===== src/rtl/fft_ctrl_pkg.sv =====
// Shared definitions for the radix-2 SDF butterfly stage controllers of the
// 16-lane, 512-point FFT pipeline.
//   bf_state_e     : input-side FSM state of a stage controller
//   STAGEn_HALF    : beats per half frame (delay-line depth) of stage n
//   STAGEn_FAC_OFS : beat offset inside the compute phase where the
//                    twiddle factor is first applied in stage n
package fft_ctrl_pkg;

    typedef enum logic [1:0] {
        IDLE,
        LOAD,
        COMPUTE
    } bf_state_e;

    localparam int STAGE0_HALF    = 16;
    localparam int STAGE0_FAC_OFS = 8;
    localparam int STAGE1_HALF    = 8;
    localparam int STAGE1_FAC_OFS = 4;
    localparam int STAGE2_HALF    = 4;
    localparam int STAGE2_FAC_OFS = 2;
    localparam int STAGE3_HALF    = 2;
    localparam int STAGE3_FAC_OFS = 1;

endpackage


===== src/rtl/fft_bf_stage_ctrl.sv =====
// Sequencing controller for one radix-2 single-path delay-feedback butterfly
// stage. Counts the 2*HALF contiguous input beats of a frame and decodes the
// datapath control lines from registered state only.
//   clk       : clock
//   rstn      : asynchronous active-low reset
//   valid_in  : one input beat on the datapath this cycle
//   in_sel    : 0 = beat into delay line, 1 = beat into add/sub unit
//   fac_cal   : apply twiddle factor in add/sub unit
//   out_sel   : 0 = output add result, 1 = output stored sub result
//   out_valid : stage output beat valid
//   out_last  : final output beat of a frame
//   busy      : load, compute or drain in progress
//   err_gap   : one-cycle pulse, frame aborted by a valid_in gap
//   frame_cnt : completed frames, wraps modulo 2^CNT_W
module fft_bf_stage_ctrl
    import fft_ctrl_pkg::*;
#(
    parameter int HALF    = STAGE0_HALF,
    parameter int FAC_OFS = STAGE0_FAC_OFS,
    parameter int CNT_W   = 16
) (
    input  logic             clk,
    input  logic             rstn,
    input  logic             valid_in,
    output logic             in_sel,
    output logic             fac_cal,
    output logic             out_sel,
    output logic             out_valid,
    output logic             out_last,
    output logic             busy,
    output logic             err_gap,
    output logic [CNT_W-1:0] frame_cnt
);

    localparam int BW = $clog2(2 * HALF);
    localparam int DW = $clog2(HALF + 1);

    localparam logic [BW-1:0] LAST_LOAD = BW'(HALF - 1);
    localparam logic [BW-1:0] LAST_BEAT = BW'(2 * HALF - 1);
    localparam logic [BW-1:0] FAC_BEAT  = BW'(HALF + FAC_OFS);

    bf_state_e        state_q, state_d;
    logic [BW-1:0]    bcnt_q, bcnt_d;
    logic [DW-1:0]    dcnt_q;
    logic             err_q, err_d;
    logic             frame_done;
    logic [CNT_W-1:0] frame_cnt_q;

    always_ff @(posedge clk or negedge rstn) begin
        if (!rstn) begin
            state_q <= IDLE;
            bcnt_q  <= '0;
            err_q   <= 1'b0;
        end else begin
            state_q <= state_d;
            bcnt_q  <= bcnt_d;
            err_q   <= err_d;
        end
    end

    // After the last beat the FSM parks in IDLE with bcnt=0: a beat present
    // in the following cycle is then accepted as beat 0 of the next frame,
    // so back-to-back frames need no special path.
    always_comb begin
        state_d    = state_q;
        bcnt_d     = bcnt_q;
        err_d      = 1'b0;
        frame_done = 1'b0;
        unique case (state_q)
            IDLE: begin
                if (valid_in) begin
                    bcnt_d  = BW'(1);
                    state_d = (HALF == 1) ? COMPUTE : LOAD;
                end
            end
            LOAD: begin
                if (valid_in) begin
                    bcnt_d = bcnt_q + BW'(1);
                    if (bcnt_q == LAST_LOAD) begin
                        state_d = COMPUTE;
                    end
                end else begin
                    err_d   = 1'b1;
                    bcnt_d  = '0;
                    state_d = IDLE;
                end
            end
            COMPUTE: begin
                if (valid_in) begin
                    if (bcnt_q == LAST_BEAT) begin
                        frame_done = 1'b1;
                        bcnt_d     = '0;
                        state_d    = IDLE;
                    end else begin
                        bcnt_d = bcnt_q + BW'(1);
                    end
                end else begin
                    err_d   = 1'b1;
                    bcnt_d  = '0;
                    state_d = IDLE;
                end
            end
            default: begin
                bcnt_d  = '0;
                state_d = IDLE;
            end
        endcase
    end

    // Drain runs off the delay lines, which shift every clock, so it ignores
    // valid_in. A new frame cannot complete within HALF cycles of the
    // previous one, so frame_done never collides with a running drain.
    always_ff @(posedge clk or negedge rstn) begin
        if (!rstn) begin
            dcnt_q <= '0;
        end else if (frame_done) begin
            dcnt_q <= DW'(HALF);
        end else if (dcnt_q != '0) begin
            dcnt_q <= dcnt_q - DW'(1);
        end
    end

    always_ff @(posedge clk or negedge rstn) begin
        if (!rstn) begin
            frame_cnt_q <= '0;
        end else if (dcnt_q == DW'(1)) begin
            frame_cnt_q <= frame_cnt_q + CNT_W'(1);
        end
    end

    // In COMPUTE bcnt >= HALF, so bcnt-HALF >= FAC_OFS reduces to this compare.
    assign in_sel    = (state_q == COMPUTE);
    assign fac_cal   = (state_q == COMPUTE) && (bcnt_q >= FAC_BEAT);
    assign out_sel   = (dcnt_q != '0);
    assign out_valid = (state_q == COMPUTE) || (dcnt_q != '0);
    assign out_last  = (dcnt_q == DW'(1));
    assign busy      = (state_q != IDLE) || (dcnt_q != '0);
    assign err_gap   = err_q;
    assign frame_cnt = frame_cnt_q;

endmodule


===== config.mk =====
export PLATFORM = sky130hd
export DESIGN_NAME = fft_bf_stage_ctrl
export DESIGN_NICKNAME = d
export VERILOG_FILES = /design/src/rtl/fft_ctrl_pkg.sv /design/src/rtl/fft_bf_stage_ctrl.sv
export SDC_FILE = /design/constraint.sdc
export NUM_CORES = 1
export LEC_CHECK = 0
export BUFFER_PORTS_ARGS = -buffer_cell sky130_fd_sc_hd__buf_2
export CORE_AREA = 4 4 58 60
export CTS_CLUSTER_SIZE = 25
export DETAILED_ROUTE_END_ITERATION = 16
export DIE_AREA = 0 0 62 64
export PLACE_DENSITY = 0.75
export RECOVER_POWER = 100
export SYNTH_ARGS = -nofsm -noshare
export SYNTH_HDL_FRONTEND = slang
export SYNTH_SLANG_ARGS = --single-unit

===== constraint.sdc =====
create_clock -name clk -period 2.35 [get_ports clk]
set_input_delay 0.1175 -clock clk [delete_from_list [all_inputs] [get_ports clk]]
set_output_delay 0.1175 -clock clk [all_outputs]
set_load 0.005 [all_outputs]

**After elaboration in Yosys (flattened, before gate mapping)**

Cells that the tools add are included.

- Memories kept: 0
- Bits in writable memories: 0
- Flip-flop bits (word level): 29
- Output and inout bits: 23
- Bits in read-only memories: 0
- Logic and storage cells: 44
- Latch bits: 0

- Divide/modulo/power cells: 0
- Eq/ne operators: 8
- Reduce and logical (&&, ||, !) cells: 9
- Shifts and indexed selects: 0
- $add $sub $neg: 3
- Mux-type cells: 18
- Bitwise gates (word level): 0
- Order comparisons: 1
- Multipliers: 0

Operator list:

| operator | number |
|---|---|
| $mux 5 | 6 |
| $add 16x1->16 const B | 1 |
| $pmux 5 s3 | 1 |
| $mux 2 | 5 |
| $pmux 2 s3 | 1 |
| $add 5x1->5 const B | 1 |
| $eq 5x1->1 const B | 1 |
| $eq 5x4->1 const B | 1 |
| $eq 5x5->1 const B | 1 |
| $ge 5x5->1 const B | 1 |
| $mux 1 | 5 |
| $reduce_bool 5->1 | 1 |
| $sub 5x1->5 const B | 1 |
| $reduce_bool 2->1 | 2 |
| $ne 3x2->1 const B | 1 |
| $ne 3x3->1 const B | 1 |
| $reduce_and 3->1 | 1 |
| $eq 2x1->1 const B | 1 |
| $eq 2x2->1 const B | 1 |
| $logic_not 2->1 | 1 |
| $logic_or 1x1->1 | 2 |
| $ne 2x2->1 const B | 1 |
| $reduce_or 2->1 | 1 |
| $logic_and 1x1->1 | 1 |

**Logic depth before layout (Yosys ltp)**

- Word-level depth: 5
- Depth in mapped cells: 7

**Least setup slack after synthesis**

No wires, ideal clock.

- Path kind: flip-flop to flip-flop
- Start: register dcnt_q[1]
- End: register frame_cnt_q[15], in the netlist frame_cnt[15]
- Cell stages (with the launch flop): 7
- Arrival: 1672 ps
- Setup slack: 599 ps
- Required time: 2271 ps
- Path through: dfrtp_1 -> inv_1 -> ha_1 -> nor4b_4 -> nand4_4 -> nor4_2 -> xor2_1

- Longest elaborated chain between the ends: 1

Ends and longest elaborated chain:

| item | line | text |
|---|---|---|
| start, declared | fft_bf_stage_ctrl.sv:44 | `logic [DW-1:0] dcnt_q;` |
| start signal, assigned | fft_bf_stage_ctrl.sv:117 | `dcnt_q <= DW'(HALF);` |
| start signal, assigned | fft_bf_stage_ctrl.sv:119 | `dcnt_q <= dcnt_q - DW'(1);` |
| $eq 5x1->1 | - |  |
| via out_last | fft_bf_stage_ctrl.sv:29 | `output logic out_last,` |
| end signal, assigned | fft_bf_stage_ctrl.sv:127 | `frame_cnt_q <= frame_cnt_q + CNT_W'(1);` |
| end, declared | fft_bf_stage_ctrl.sv:47 | `logic [CNT_W-1:0] frame_cnt_q;` |

The timed path passes the listed nets, and every way through them passes these cells.
A chain may end at the register's enable or synchronous reset.

**Worst setup path in the final report**

- Start: register dcnt_q[0]
- End: output port out_sel

- Longest elaborated chain between the ends: 1

Ends and longest elaborated chain:

| item | line | text |
|---|---|---|
| $reduce_bool 5->1 | fft_bf_stage_ctrl.sv:134 | `assign out_sel = (dcnt_q != '0);` |
| end, declared | fft_bf_stage_ctrl.sv:27 | `output logic out_sel,` |

No other way between the ends.

==> results_dict.tcl <==
set metrics [dict create \
    leakage_nw 0.848 \
    critPathCaptureType "primary output" \
    hold_violations 0 \
    irDropWorstVdd_v 0.000436 \
    drt_iter0_drc 36 \
    final_common_cell "dfrtp_1" \
    cts_tree "yes" \
    path_cells "inv_1 > ha_1 > or3b_2 > nor2_1 > inv_1 > buf_2" \
    yosysSeqAreaShare 0.490 \
    syn_to_final_growth_pct 14.7 \
    rsz0062_at_grt "false" \
    status "finished with violations" \
    clkLatencyLatePin_ps 330 \
    cts_buffer_depth 2 \
    critical_path_required_ps 2230 \
    layout_common_cells "dfrtp_1 (29), clkbuf_1 (17), inv_1 (11), xnor2_1 (11), ha_1 (11)" \
    critPathSlowestCell "or3b_2" \
    path_clk_slew_ps 100 \
    fin_skew_ps 16.6 \
    firstDrtPassIters 4 \
    syn-num-nets 150 \
    final_area_um2 1700 \
    post-route-min-period_ps 2110 \
    start_kind "flop" \
    slew_headroom -0.0319 \
    fin_util 0.580 \
    fillers 264 \
    synth_cell_types 29 \
    final_nets 185 \
    pre_cts_slack_ps 475 \
    wire_per_inst_um 13.3 \
    syn_inst 136 \
    post_cts_resized 0 \
    root_buffer "clkbuf_4" \
    dp.final_hpwl_um 2030 \
    fin_crit_sh 0.898 \
    htree_levels 2 \
    fin_setup_tns_ps 0 \
    die_y_um 64 \
    cp_common_cell "inv_1" \
    violations "max-capacitance violations, max-slew violations" \
    n_antenna_cell 0 \
    grt_pass1_vias 1101 \
    critPathKind "flop to primary output" \
    start_util 0.506 \
    rrSetupSlack_ps 300 \
    maxCapViolCount 1 \
    multi_input_area_um2 707 \
    die_area_um2 3970 \
    grt_max_degree 30 \
    cts_buffers 5 \
    async_flop_share 1.00 \
    avgSynthCellArea_um2 10.9 \
    grt_usage 0.161 \
    drc 0 \
    clkSinkCount 29 \
    critPathMaxFanout 4 \
    vias 1082 \
    die_width_um 62 \
    hold_buffers 2 \
    ant_nets 0 \
    power.density_nw_per_um2 656 \
    ys.warnings.count 0 \
    core_um2 2930 \
    register_area_um2 726 \
    placed_area_um2 1650 \
    grt-ovfl-total 0 \
    fmax_mhz 474 \
    hold_class "flop to flop" \
    num_rows 20 \
    finalMaxSlewViolations 30 \
    worstMarginPinSlew_ps 1550 \
    ys.flop_type "dfrtp_1" \
    setup_viol 0 \
    hold_slack_ps 477 \
    synth.ff_latch_count 29 \
    vias_per_cell 5.28 \
    synth_area_um2 1480 \
    portBuffers 25 \
    max_stage_delay_ps 470 \
    antenna_found_initial 0 \
    wirelength_um 2740 \
    synth-edff-count 0 \
    grt_pass1_wl_um 4730 \
    io_pins 26 \
    crit_arrival_ps 1990 \
    postCtsSetupBuffers 0 \
    fin_ws_ps 240 \
    drive_above_1_share 0.134 \
    gp_congestion 0.798 \
]
-- sequential cells by signal, summed over array words and instances, names as in the netlist --
signal     cells
state_q        2
bcnt_q         5
frame_cnt     16
dcnt_q         5
err_gap        1
-- cell families after synthesis --
logic type	count (synthesis)	share of synthesized area
flops	29	0.490
xor+xnor	17	0.101
mux	3	0.0228
buf+inv	11	0.0279
simple gates	48	0.196
fa+ha+maj	11	0.0930
compound gates	17	0.0693
-- worst paths after layout --
kind | from | to | depth (start not counted)
worst max-delay path | dcnt_q[0] | out_sel | 6
worst min-delay path | frame_cnt[15] | frame_cnt[15] | 1
worst max register to register | dcnt_q[1] | frame_cnt[15] | 7
worst min register to register | frame_cnt[15] | frame_cnt[15] | 1
max in group asynchronous | rstn | state_q[1] | 2
min in group asynchronous | rstn | frame_cnt[13] | 2
-- final cells by class --
class                      count  share of cell area
clock buffer                   5              0.0221
clock inverter                 3              0.0103
timing repair buffer          28              0.0752
sequential                    29               0.427
multi-input combinational     96               0.416
tap                           33              0.0243
inverter                      11              0.0243
-- metrics by stage --
step / power (W) / std cells
4_1_cts: 0.00114 / 205
5_1_grt: 0.00121 / 205
2_1_floorplan: 0.000755 / 136
6_report: 0.00111 / 205
3_5_place_dp: 0.000838 / 195
3_3_place_gp: 0.000827 / 195
-- worst max-delay path: cells and delay by family (launching register included) --
family,cells,cell delay [ps]
and+or+nand+nor,2,720
adders and majority gates,1,190
DFF,1,410
buffers and inverters,3,350
-- synthesized netlist by cell type (all sizes together) (2+ instances only) --
library cell | n | area (µm²)
xnor2 | 11 | 96.3
nand4 | 4 | 40.0
nor2 | 10 | 37.5
and3 | 7 | 45.1
and4 | 2 | 17.5
nor3 | 2 | 10.0
xor2 | 6 | 52.6
mux2 | 3 | 33.8
o21ai | 7 | 35.0
inv | 11 | 41.3
a21oi | 3 | 15.0
ha | 11 | 138
nor2b | 3 | 18.8
nand3 | 4 | 20.0
o22ai | 2 | 12.5
dfrtp | 29 | 726
nand2 | 10 | 37.5
or3 | 2 | 12.5
-- routing by layer --
| metal | track usage | wire length [µm] | up-vias |
|---|---|---|---|
| met2 | 0.258 | 1410 | 25 |
| met1 | 0.187 | 1160 | 517 |
| met4 | 0.0584 | 31 | 0 |
| li1 | - | - | 536 |
| met5 | 0 | 0 | - |
| met3 | 0.0687 | 134 | 4 |
-- power breakdown --
part           switching (W)  leakage [nW]  internal [W]
clock network       0.000177        0.0310      0.000113
logic               0.000140         0.423      0.000105
registers          0.0000382         0.394      0.000541
total               0.000355         0.848      0.000759
No activity file was read; power rests on OpenSTA's default activity.
